**src/rtl/ar_dep_check_pipe_if.sv**
```systemverilog
// Bundle enq/deq handshake bus for the rename-stage AR dependence checker.
interface ar_dep_check_pipe_if #(
  parameter int WAYS      = 4,
  parameter int AR_WIDTH  = 5,
  parameter int SEL_WIDTH = $clog2(WAYS)
);
  logic                               enq_valid;
  logic                               enq_ready;
  logic [WAYS-1:0]                    enq_valid_by_way;
  logic [WAYS-1:0][AR_WIDTH-1:0]      enq_A_AR_by_way;
  logic [WAYS-1:0][AR_WIDTH-1:0]      enq_B_AR_by_way;
  logic [WAYS-1:0]                    enq_regwrite_by_way;
  logic [WAYS-1:0][AR_WIDTH-1:0]      enq_dest_AR_by_way;

  logic                               deq_valid;
  logic                               deq_ready;
  logic [WAYS-1:0]                    deq_valid_by_way;
  logic [WAYS-1:0]                    deq_A_PR_dep_by_way;
  logic [WAYS-1:0]                    deq_B_PR_dep_by_way;
  logic [WAYS-1:0]                    deq_dest_PR_dep_by_way;
  logic [WAYS-1:0][SEL_WIDTH-1:0]     deq_A_PR_sel_by_way;
  logic [WAYS-1:0][SEL_WIDTH-1:0]     deq_B_PR_sel_by_way;
  logic [WAYS-1:0][SEL_WIDTH-1:0]     deq_dest_PR_sel_by_way;
  logic [WAYS-1:0]                    deq_dest_last_by_way;

  modport slave (
    input  enq_valid, enq_valid_by_way, enq_A_AR_by_way, enq_B_AR_by_way,
           enq_regwrite_by_way, enq_dest_AR_by_way, deq_ready,
    output enq_ready, deq_valid, deq_valid_by_way, deq_A_PR_dep_by_way,
           deq_B_PR_dep_by_way, deq_dest_PR_dep_by_way, deq_A_PR_sel_by_way,
           deq_B_PR_sel_by_way, deq_dest_PR_sel_by_way, deq_dest_last_by_way
  );

  modport master (
    output enq_valid, enq_valid_by_way, enq_A_AR_by_way, enq_B_AR_by_way,
           enq_regwrite_by_way, enq_dest_AR_by_way, deq_ready,
    input  enq_ready, deq_valid, deq_valid_by_way, deq_A_PR_dep_by_way,
           deq_B_PR_dep_by_way, deq_dest_PR_dep_by_way, deq_A_PR_sel_by_way,
           deq_B_PR_sel_by_way, deq_dest_PR_sel_by_way, deq_dest_last_by_way
  );
endinterface

```
**src/rtl/ar_dep_check_pipe.sv**
```systemverilog
// Intra-bundle RAW/WAW AR dependence checker with registered output + skid buffer.
// Define LOROF_AR_DEP_X0_FILTER_EN to treat AR 0 as the hardwired zero register.

module ar_dep_way #(
  parameter int WAYS      = 4,
  parameter int AR_WIDTH  = 5,
  parameter int SEL_WIDTH = $clog2(WAYS),
  parameter int W         = 0
) (
  input  logic                          vld,
  input  logic [AR_WIDTH-1:0]           a_ar,
  input  logic [AR_WIDTH-1:0]           b_ar,
  input  logic [WAYS-1:0]               eff_wr,
  input  logic [WAYS-1:0][AR_WIDTH-1:0] dest_ar,
  output logic                          a_dep,
  output logic [SEL_WIDTH-1:0]          a_sel,
  output logic                          b_dep,
  output logic [SEL_WIDTH-1:0]          b_sel,
  output logic                          d_dep,
  output logic [SEL_WIDTH-1:0]          d_sel,
  output logic                          last
);
  always_comb begin
    a_dep = 1'b0; a_sel = '0;
    b_dep = 1'b0; b_sel = '0;
    d_dep = 1'b0; d_sel = '0;
    last  = 1'b0;
    if (vld) begin
      // ascending scan: the last hit wins, giving the youngest older producer
      for (int j = 0; j < W; j++) begin
        if (eff_wr[j]) begin
          if (dest_ar[j] == a_ar)       begin a_dep = 1'b1; a_sel = SEL_WIDTH'(j); end
          if (dest_ar[j] == b_ar)       begin b_dep = 1'b1; b_sel = SEL_WIDTH'(j); end
          if (dest_ar[j] == dest_ar[W]) begin d_dep = 1'b1; d_sel = SEL_WIDTH'(j); end
        end
      end
      last = eff_wr[W];
      for (int k = W + 1; k < WAYS; k++) begin
        if (eff_wr[k] && dest_ar[k] == dest_ar[W]) last = 1'b0;
      end
    end
  end
endmodule

module ar_dep_check_pipe #(
  parameter int WAYS      = 4,
  parameter int AR_WIDTH  = 5,
  parameter int SEL_WIDTH = $clog2(WAYS)
) (
  input  logic                  CLK,
  input  logic                  nRST,
  input  logic                  flush,
  ar_dep_check_pipe_if.slave    bus
);
  typedef struct packed {
    logic [WAYS-1:0]                vbw;
    logic [WAYS-1:0]                a_dep;
    logic [WAYS-1:0]                b_dep;
    logic [WAYS-1:0]                d_dep;
    logic [WAYS-1:0]                last;
    logic [WAYS-1:0][SEL_WIDTH-1:0] a_sel;
    logic [WAYS-1:0][SEL_WIDTH-1:0] b_sel;
    logic [WAYS-1:0][SEL_WIDTH-1:0] d_sel;
  } res_t;

  logic [WAYS-1:0]                eff_wr;
  logic [WAYS-1:0]                a_dep, b_dep, d_dep, last;
  logic [WAYS-1:0][SEL_WIDTH-1:0] a_sel, b_sel, d_sel;
  res_t                           res;

  res_t out_q, out_d, skid_q, skid_d;
  logic out_vld_q, out_vld_d, skid_vld_q, skid_vld_d;
  logic enq_ready, enq_acc;

  always_comb begin
    for (int j = 0; j < WAYS; j++) begin
`ifdef LOROF_AR_DEP_X0_FILTER_EN
      // a zero-register dest is never a real producer
      eff_wr[j] = bus.enq_valid_by_way[j] & bus.enq_regwrite_by_way[j] &
                  (bus.enq_dest_AR_by_way[j] != '0);
`else
      eff_wr[j] = bus.enq_valid_by_way[j] & bus.enq_regwrite_by_way[j];
`endif
    end
  end

  for (genvar w = 0; w < WAYS; w++) begin : g_way
    ar_dep_way #(.WAYS(WAYS), .AR_WIDTH(AR_WIDTH), .SEL_WIDTH(SEL_WIDTH), .W(w)) u_way (
      .vld     (bus.enq_valid_by_way[w]),
      .a_ar    (bus.enq_A_AR_by_way[w]),
      .b_ar    (bus.enq_B_AR_by_way[w]),
      .eff_wr  (eff_wr),
      .dest_ar (bus.enq_dest_AR_by_way),
      .a_dep   (a_dep[w]),
      .a_sel   (a_sel[w]),
      .b_dep   (b_dep[w]),
      .b_sel   (b_sel[w]),
      .d_dep   (d_dep[w]),
      .d_sel   (d_sel[w]),
      .last    (last[w])
    );
  end

  always_comb begin
    res       = '0;
    res.vbw   = bus.enq_valid_by_way;
    res.a_dep = a_dep;
    res.b_dep = b_dep;
    res.d_dep = d_dep;
    res.last  = last;
    res.a_sel = a_sel;
    res.b_sel = b_sel;
    res.d_sel = d_sel;
  end

  // ready comes from registered state only, never from deq_ready
  assign enq_ready = ~skid_vld_q & ~flush;
  assign enq_acc   = bus.enq_valid & enq_ready;

  always_comb begin
    out_d      = out_q;
    out_vld_d  = out_vld_q;
    skid_d     = skid_q;
    skid_vld_d = skid_vld_q;
    if (flush) begin
      out_vld_d  = 1'b0;
      skid_vld_d = 1'b0;
    end else if (!out_vld_q || bus.deq_ready) begin
      if (skid_vld_q) begin
        out_d      = skid_q;
        out_vld_d  = 1'b1;
        skid_vld_d = 1'b0;
      end else if (enq_acc) begin
        out_d      = res;
        out_vld_d  = 1'b1;
      end else begin
        out_vld_d  = 1'b0;
      end
    end else if (enq_acc) begin
      skid_d     = res;
      skid_vld_d = 1'b1;
    end
  end

  always_ff @(posedge CLK or negedge nRST) begin
    if (!nRST) begin
      out_q      <= '0;
      out_vld_q  <= 1'b0;
      skid_q     <= '0;
      skid_vld_q <= 1'b0;
    end else begin
      out_q      <= out_d;
      out_vld_q  <= out_vld_d;
      skid_q     <= skid_d;
      skid_vld_q <= skid_vld_d;
    end
  end

  assign bus.enq_ready              = enq_ready;
  assign bus.deq_valid              = out_vld_q;
  assign bus.deq_valid_by_way       = out_q.vbw;
  assign bus.deq_A_PR_dep_by_way    = out_q.a_dep;
  assign bus.deq_B_PR_dep_by_way    = out_q.b_dep;
  assign bus.deq_dest_PR_dep_by_way = out_q.d_dep;
  assign bus.deq_A_PR_sel_by_way    = out_q.a_sel;
  assign bus.deq_B_PR_sel_by_way    = out_q.b_sel;
  assign bus.deq_dest_PR_sel_by_way = out_q.d_sel;
  assign bus.deq_dest_last_by_way   = out_q.last;
endmodule

```
**src/flat_wrapper.sv**
```systemverilog
// flat-port wrapper written by rule: the top's interface ports become plain ports
module ar_dep_check_pipe_flat 
#(
  parameter int WAYS      = 4,
  parameter int AR_WIDTH  = 5,
  parameter int SEL_WIDTH = $clog2(WAYS)
)
  (CLK, nRST, flush, bus_enq_valid, bus_enq_valid_by_way, bus_enq_A_AR_by_way, bus_enq_B_AR_by_way, bus_enq_regwrite_by_way, bus_enq_dest_AR_by_way, bus_deq_ready, bus_enq_ready, bus_deq_valid, bus_deq_valid_by_way, bus_deq_A_PR_dep_by_way, bus_deq_B_PR_dep_by_way, bus_deq_dest_PR_dep_by_way, bus_deq_A_PR_sel_by_way, bus_deq_B_PR_sel_by_way, bus_deq_dest_PR_sel_by_way, bus_deq_dest_last_by_way);
  ar_dep_check_pipe_if #(.WAYS(WAYS), .AR_WIDTH(AR_WIDTH), .SEL_WIDTH(SEL_WIDTH)) bus_i ();
  input  logic CLK;
  input  logic nRST;
  input  logic flush;
  input wire logic [$bits(bus_i.enq_valid)-1:0] bus_enq_valid;
  input wire logic [$bits(bus_i.enq_valid_by_way)-1:0] bus_enq_valid_by_way;
  input wire logic [$bits(bus_i.enq_A_AR_by_way)-1:0] bus_enq_A_AR_by_way;
  input wire logic [$bits(bus_i.enq_B_AR_by_way)-1:0] bus_enq_B_AR_by_way;
  input wire logic [$bits(bus_i.enq_regwrite_by_way)-1:0] bus_enq_regwrite_by_way;
  input wire logic [$bits(bus_i.enq_dest_AR_by_way)-1:0] bus_enq_dest_AR_by_way;
  input wire logic [$bits(bus_i.deq_ready)-1:0] bus_deq_ready;
  output wire logic [$bits(bus_i.enq_ready)-1:0] bus_enq_ready;
  output wire logic [$bits(bus_i.deq_valid)-1:0] bus_deq_valid;
  output wire logic [$bits(bus_i.deq_valid_by_way)-1:0] bus_deq_valid_by_way;
  output wire logic [$bits(bus_i.deq_A_PR_dep_by_way)-1:0] bus_deq_A_PR_dep_by_way;
  output wire logic [$bits(bus_i.deq_B_PR_dep_by_way)-1:0] bus_deq_B_PR_dep_by_way;
  output wire logic [$bits(bus_i.deq_dest_PR_dep_by_way)-1:0] bus_deq_dest_PR_dep_by_way;
  output wire logic [$bits(bus_i.deq_A_PR_sel_by_way)-1:0] bus_deq_A_PR_sel_by_way;
  output wire logic [$bits(bus_i.deq_B_PR_sel_by_way)-1:0] bus_deq_B_PR_sel_by_way;
  output wire logic [$bits(bus_i.deq_dest_PR_sel_by_way)-1:0] bus_deq_dest_PR_sel_by_way;
  output wire logic [$bits(bus_i.deq_dest_last_by_way)-1:0] bus_deq_dest_last_by_way;
  assign bus_i.enq_valid = bus_enq_valid;
  assign bus_i.enq_valid_by_way = bus_enq_valid_by_way;
  assign bus_i.enq_A_AR_by_way = bus_enq_A_AR_by_way;
  assign bus_i.enq_B_AR_by_way = bus_enq_B_AR_by_way;
  assign bus_i.enq_regwrite_by_way = bus_enq_regwrite_by_way;
  assign bus_i.enq_dest_AR_by_way = bus_enq_dest_AR_by_way;
  assign bus_i.deq_ready = bus_deq_ready;
  assign bus_enq_ready = bus_i.enq_ready;
  assign bus_deq_valid = bus_i.deq_valid;
  assign bus_deq_valid_by_way = bus_i.deq_valid_by_way;
  assign bus_deq_A_PR_dep_by_way = bus_i.deq_A_PR_dep_by_way;
  assign bus_deq_B_PR_dep_by_way = bus_i.deq_B_PR_dep_by_way;
  assign bus_deq_dest_PR_dep_by_way = bus_i.deq_dest_PR_dep_by_way;
  assign bus_deq_A_PR_sel_by_way = bus_i.deq_A_PR_sel_by_way;
  assign bus_deq_B_PR_sel_by_way = bus_i.deq_B_PR_sel_by_way;
  assign bus_deq_dest_PR_sel_by_way = bus_i.deq_dest_PR_sel_by_way;
  assign bus_deq_dest_last_by_way = bus_i.deq_dest_last_by_way;
  ar_dep_check_pipe #(.WAYS(WAYS), .AR_WIDTH(AR_WIDTH), .SEL_WIDTH(SEL_WIDTH)) u_core (.CLK(CLK), .nRST(nRST), .flush(flush), .bus(bus_i));
endmodule
```
**config.mk**
```make
export PLATFORM = sky130hd
export DESIGN_NAME = ar_dep_check_pipe_flat
export DESIGN_NICKNAME = d
export VERILOG_FILES = /design/src/rtl/ar_dep_check_pipe_if.sv /design/src/rtl/ar_dep_check_pipe.sv /design/src/flat_wrapper.sv
export SDC_FILE = /design/constraint.sdc
export NUM_CORES = 1
export LEC_CHECK = 0
export ABC_CLOCK_PERIOD_IN_PS = 3900
export BUFFER_PORTS_ARGS = -buffer_cell sky130_fd_sc_hd__buf_4
export CELL_PAD_IN_SITES_DETAIL_PLACEMENT = 0
export CELL_PAD_IN_SITES_GLOBAL_PLACEMENT = 1
export CORE_UTILIZATION = 48
export CTS_CLUSTER_DIAMETER = 40
export DETAILED_ROUTE_END_ITERATION = 8
export GPL_ROUTABILITY_DRIVEN = 0
export HOLD_SLACK_MARGIN = 0.1
export PLACE_DENSITY_LB_ADDON = 0.08
export SLEW_MARGIN = 20
export SYNTH_ARGS = -nofsm -noshare
export SYNTH_HDL_FRONTEND = slang
export SYNTH_HIERARCHICAL = 1
export SYNTH_SLANG_ARGS = --single-unit
export TNS_END_PERCENT = 5
```
**constraint.sdc**
```tcl
create_clock -name CLK -period 3.9 [get_ports CLK]
set_input_delay 0.585 -clock CLK [delete_from_list [all_inputs] [get_ports CLK]]
set_output_delay 0.585 -clock CLK [all_outputs]
set_load 0.005 [all_outputs]
```
Yosys cells after proc, flatten, opt, wreduce, memory -nomap -nowiden
Index checks and enable logic that the tools add are counted.

operators by class
  eq/ne operators = 24
  bitwise gates (word level) = 9
  reductions and logical operators = 13
  multiplexer cells = 88

operators by type and width
  cell                 number
  5-bit == test        24
  44-bit 2-to-1 mux    2
  1-bit 2-to-1 mux     77
  2-bit 2-to-1 mux     9
  1-bit bitwise AND    6
  1-bit logical AND    6
  3-bit AND reduction  2
  2-bit nonzero test   2
  1-bit inverter       3
  3-bit nonzero test   1
  1-bit logical NOT    1
  1-bit logical OR     1

word-level totals
  logic and storage cells = 164
  input bits = 73
  register bits after elaboration = 75
  output and inout port bits = 46

Longest topological paths before layout
  word-level depth = 10
  gate-level depth with buffers = 6
  depth with buffers taken out = 6

Cells and area by module
The synthesis kept the hierarchy.

by module, submodules not included
  module                               area an instance (um^2)  sequential area each (um^2)  times used  cells each
  ar_dep_check_pipe                    3911.3                   2252.2                       1           247
  ar_dep_way at u_core.g_way[3].u_way  573.0                    0.0                          1           75
  ar_dep_way at u_core.g_way[2].u_way  446.7                    0.0                          1           60
  ar_dep_way at u_core.g_way[1].u_way  336.6                    0.0                          1           44
  ar_dep_way at u_core.g_way[0].u_way  260.2                    0.0                          1           33

Worst setup path before layout
Ideal clock, no wire load.

  path kind = in2reg
  from = in bus_enq_dest_AR_by_way[12]
  to = reg u_core.out_q, in the netlist u_core/bus.deq_dest_last_by_way[1]
  library setup time = 127 ps
  required time = 3773 ps
  arrival time = 1788 ps
  path slack = 1985 ps
  buffers on the path = 0
  cell stages on the path = 6
  cells stage by stage = xor2_1 > nor4_1 > nand3_1 > and4_1 > mux2_2 > mux2_1

on the way
  longest elaborated chain between the ends = 7

ends and longest elaborated chain
  element                        RTL line                  text
  start: declaration             flat_wrapper.sv:18        input wire logic [$bits(bus_i.enq_dest_AR_by_way)-1:0] bus_enq_dest_AR_by_way;
  5-bit == test                  ar_dep_check_pipe.sv:39   if (eff_wr[k] && dest_ar[k] == dest_ar[W]) last = 1'b0;
  1-bit logical AND              ar_dep_check_pipe.sv:39
  1-bit 2-to-1 mux (2 in a row)  ar_dep_check_pipe.sv:39
  1-bit 2-to-1 mux               ar_dep_check_pipe.sv:28   if (vld) begin
  via u_core.last[1]             ar_dep_check_pipe.sv:67   logic [WAYS-1:0] a_dep, b_dep, d_dep, last;
  44-bit 2-to-1 mux              ar_dep_check_pipe.sv:133  end else if (enq_acc) begin
  44-bit 2-to-1 mux              ar_dep_check_pipe.sv:129  if (skid_vld_q) begin
  end signal: assignment         ar_dep_check_pipe.sv:152  out_q <= out_d;
  end: declaration               ar_dep_check_pipe.sv:71   res_t out_q, out_d, skid_q, skid_d;

The timed path passes the listed nets, and every way through them passes these cells. The select of a mux whose other input is x is not followed.
A chain may end at the register's enable or synchronous reset.

Worst setup path after layout
  from = reg u_core.skid_vld_q
  to = reg u_core.out_q, in the netlist u_core/bus.deq_dest_PR_sel_by_way[3]

on the way
  longest elaborated chain between the ends = 5
  elaborated cells between the ends (all ways) = 6
  those cells by class = 1 x mux; 3 x bitwise; 2 x reduce/logical

ends and longest elaborated chain
  element                        RTL line                  text
  start: declaration             ar_dep_check_pipe.sv:72   logic out_vld_q, out_vld_d, skid_vld_q, skid_vld_d;
  start signal: assignment       ar_dep_check_pipe.sv:155  skid_vld_q <= skid_vld_d;
  1-bit inverter                 ar_dep_check_pipe.sv:117  assign enq_ready = ~skid_vld_q & ~flush;
  1-bit bitwise AND              ar_dep_check_pipe.sv:117
  1-bit bitwise AND              ar_dep_check_pipe.sv:118  assign enq_acc = bus.enq_valid & enq_ready;
  2-bit nonzero test (no line)   -
  3-bit AND reduction (no line)  -

Parallel ways exist; a longest one is shown, timed or not.

==> results by group <==
Floorplan
  • Die ar.: 11950 sq um
  • Die height: 109.3 microns
  • Boundary Pins: 119
  • Rows: 38
  • Starting density of the core: 0.5011
  • Die W: 109.3 microns
  • Core Region: 11030 sq um

Drt
  • Drt pass-1 iters: 4
  • WL per Instance: 18.21 microns
  • Drc violations: 0
  • Vias/cell: 5.374
  • Post-Route WL: 12970 microns
  • Detail Route Antenna Nets: 0
  • DR iter-0 viols: 154
  • Via count: 3826

Clock network
  • CTS Sinks: 90
  • Post-cts sizing count: 0
  • Clock slew at reported path FFs: 60 ps
  • CTS tree: built
  • CTS Buf Count: 9
  • Setup Fix Bufs, Post-CTS: 0
  • Hold buffers post-CTS: 0
  • Clock Tree Root: clkbuf_16
  • Clock H-tree levels: 3
  • Later-pin clock latency in the skew report: 330 ps
  • Clk buf depth: 2

Pwr
  • Lkg Pwr: 3.020 nW
  • Clk pwr share: 0.350
  • Internal power: 1.837 mW
  • Switching Share: 0.2602
  • Pwr dens: 371.5 nW/um^2
  • Combinational Power Share: 0.206
  • Peak VDD IR: 275.2 uV
  • Flop pwr share: 0.445
  • Switching Power: 0.6460 mW

Timing
  • Final max-slew violation count: 0
  • Worst Tran Pin Value: 984.7 ps
  • RSZ-0062 raised after global routing: no
  • Worst setup margin: 1588 ps
  • Final critical-path required period: 2312 ps
  • Tcrit/Tclk final: 0.5929
  • Fmax: 432.5 MHz
  • Slew headroom: 0.3428
  • Final Hold Vio Count: 0
  • Setup TNS: 0 ps
  • Final setup viols: 0
  • Skew final: 5.450 ps
  • Final hold slack: 365.3 ps

Setup path
  • Reg2reg setup slack: 1590 ps
  • Worst setup SP type: flip-flop
  • Cells on worst reg2reg path: 5
  • R2R Path End: u_core/bus.deq_dest_PR_sel_by_way[3]
  • Crit-path max FO: 45
  • Crit Path Class: flip-flop to flip-flop
  • Critical Path End Type: flip-flop
  • Worst Path Arrival: 2530 ps
  • Data required time of the worst path: 4120 ps
  • RR Startpoint: u_core/skid_vld_q

Place
  • Post-Place Setup Slack: 1212 ps
  • DP Cell Count: 696
  • HPWL Detailed: 8920 microns
  • Input/output buffers: 108

Global routing
  • Largest net degree at the start of global routing: 76
  • Global-route wire length before repair: 20650 microns
  • Vias in the first global route: 4007
  • Initial antenna violation count: 0
  • Total GRT Usage: 0.2317
  • Grt ovf: 0

Logic synthesis
  • #FFs+latches synth: 90
  • Avg Inst Size Synth: 12.04 sq um
  • Synth warnings: 6
  • Post-synthesis instance area: 5528 sq um
  • Sequential share of the synthesized area: 0.4074
  • Synth unique cells: 30
  • Post-Syn Instances: 459

Outcome
  • Outcome: finished, final reports clean

Cells and area
  • Fillers: 963
  • Most common cell after layout, fill and taps aside: mux2_2
  • Most frequent cells in the layout: mux2_2, buf_4, dfrtp_1
  • Layout cells sized above 1: 0.4598
  • Antenna Cells: 0
  • Register area: 2253 sq um
  • Layout area overhead: 20.89%
  • Final nets: 640
  • Area of the multi-input gates: 3109 sq um
  • Non-Filler Instances: 712

Flow run
  • Max Cap Viol: 0

Hold path
  • Hold Path Class: primary input to async pin
## worst max path at each step
stage                                           from                                    to  slack (ps)  depth (start not counted)
after floorplan           bus_enq_dest_AR_by_way[12]    u_core/bus.deq_dest_last_by_way[1]        1980                          6
after global placement                 bus_deq_ready                      u_core/skid_q[1]        1270                          5
after detailed placement               bus_deq_ready                     u_core/skid_q[10]        1210                          5
after CTS                          u_core/skid_vld_q     u_core/bus.deq_B_PR_sel_by_way[4]        1540                          5
after global routing               u_core/skid_vld_q  u_core/bus.deq_dest_PR_sel_by_way[3]        1420                          5
final                              u_core/skid_vld_q  u_core/bus.deq_dest_PR_sel_by_way[3]        1590                          5
## registers in the layout (all words and copies together), names as in the netlist
| register | cells |
|---|---|
| u_core/bus.deq_A_PR_dep_by_way | 4 |
| u_core/bus.deq_A_PR_sel_by_way | 8 |
| u_core/bus.deq_B_PR_dep_by_way | 4 |
| u_core/bus.deq_B_PR_sel_by_way | 8 |
| u_core/bus.deq_dest_PR_dep_by_way | 4 |
| u_core/bus.deq_dest_PR_sel_by_way | 8 |
| u_core/bus.deq_dest_last_by_way | 4 |
| u_core/bus.deq_valid | 1 |
| u_core/bus.deq_valid_by_way | 4 |
| u_core/skid_q | 44 |
| u_core/skid_vld_q | 1 |
## per-stage QoR
stage            util  cell area, sq um  power, mW
6_report       0.6058              6683      2.483
4_1_cts        0.6058              6683      2.515
5_1_grt        0.6058              6683      2.609
2_1_floorplan       -              5584      1.395
3_3_place_gp   0.5789              6386      1.611
3_5_place_dp   0.5789              6386      1.637
## final cells by class
cell class / count / share of cell area
clock buffer: 11 / 0.03482
sequential: 90 / 0.3372
timing repair buffer: 113 / 0.1269
multi-input combinational: 353 / 0.4653
clock inverter: 5 / 0.009549
tap: 140 / 0.02621
## metal layers
metal	track usage	wire length, microns	vias up
met5	0	0	-
met4	0.07048	113	0
met3	0.04861	581	7
li1	-	-	1805
met2	0.4102	6718	75
met1	0.2823	5553	1939
## logic make-up (layout without fill, tap and decap cells)
logic type | Yosys count | after routing | share of synthesized area
XOR/XNOR | 120 | 120 | 0.1901
AO/OA/AOI/OAI | 12 | 12 | 0.01403
other | 3 | 18 | 0.002037
AND/OR/NAND/NOR | 71 | 71 | 0.07719
flip-flops | 90 | 90 | 0.4074
multiplexers | 132 | 132 | 0.2689
buffers and inverters | 31 | 129 | 0.04029
## cells in the mapped netlist, drive strengths merged
cell,instances,area share
nand3,11,0.011
clkbuf,4,0.0027
xor2,58,0.092
nand2,5,0.0034
nand4,17,0.019
o311ai,2,0.0032
nor4,12,0.017
and4,1,0.0016
buf,27,0.038
a21oi,3,0.0027
and3,1,0.0011
nor2,9,0.0066
o211ai,1,0.0014
and2,5,0.0057
nor3,8,0.0093
nand2b,1,0.0011
mux2,132,0.27
dfrtp,90,0.41
conb,3,0.0020
and2b,1,0.0014
a31oi,3,0.0034
o22ai,3,0.0034
xnor2,62,0.098
## power by group through the flow
stage / registers, mW / clock network (mW) / logic (mW)
global route: 1.12 / 0.933 / 0.558
floorplan: 1.11 / 0 / 0.283
CTS: 1.10 / 0.895 / 0.515
global placement: 1.11 / 0 / 0.499
finish: 1.10 / 0.868 / 0.511
detailed placement: 1.12 / 0 / 0.515
## worst max-delay path, cell delays in order, from the launching register on
cell and delay, ps:
dfrtp_2 360, buf_4 520, nor2_1 220, nor3_4 150, buf_4 520, mux2_2 400
(Power assumes the default switching activity.)
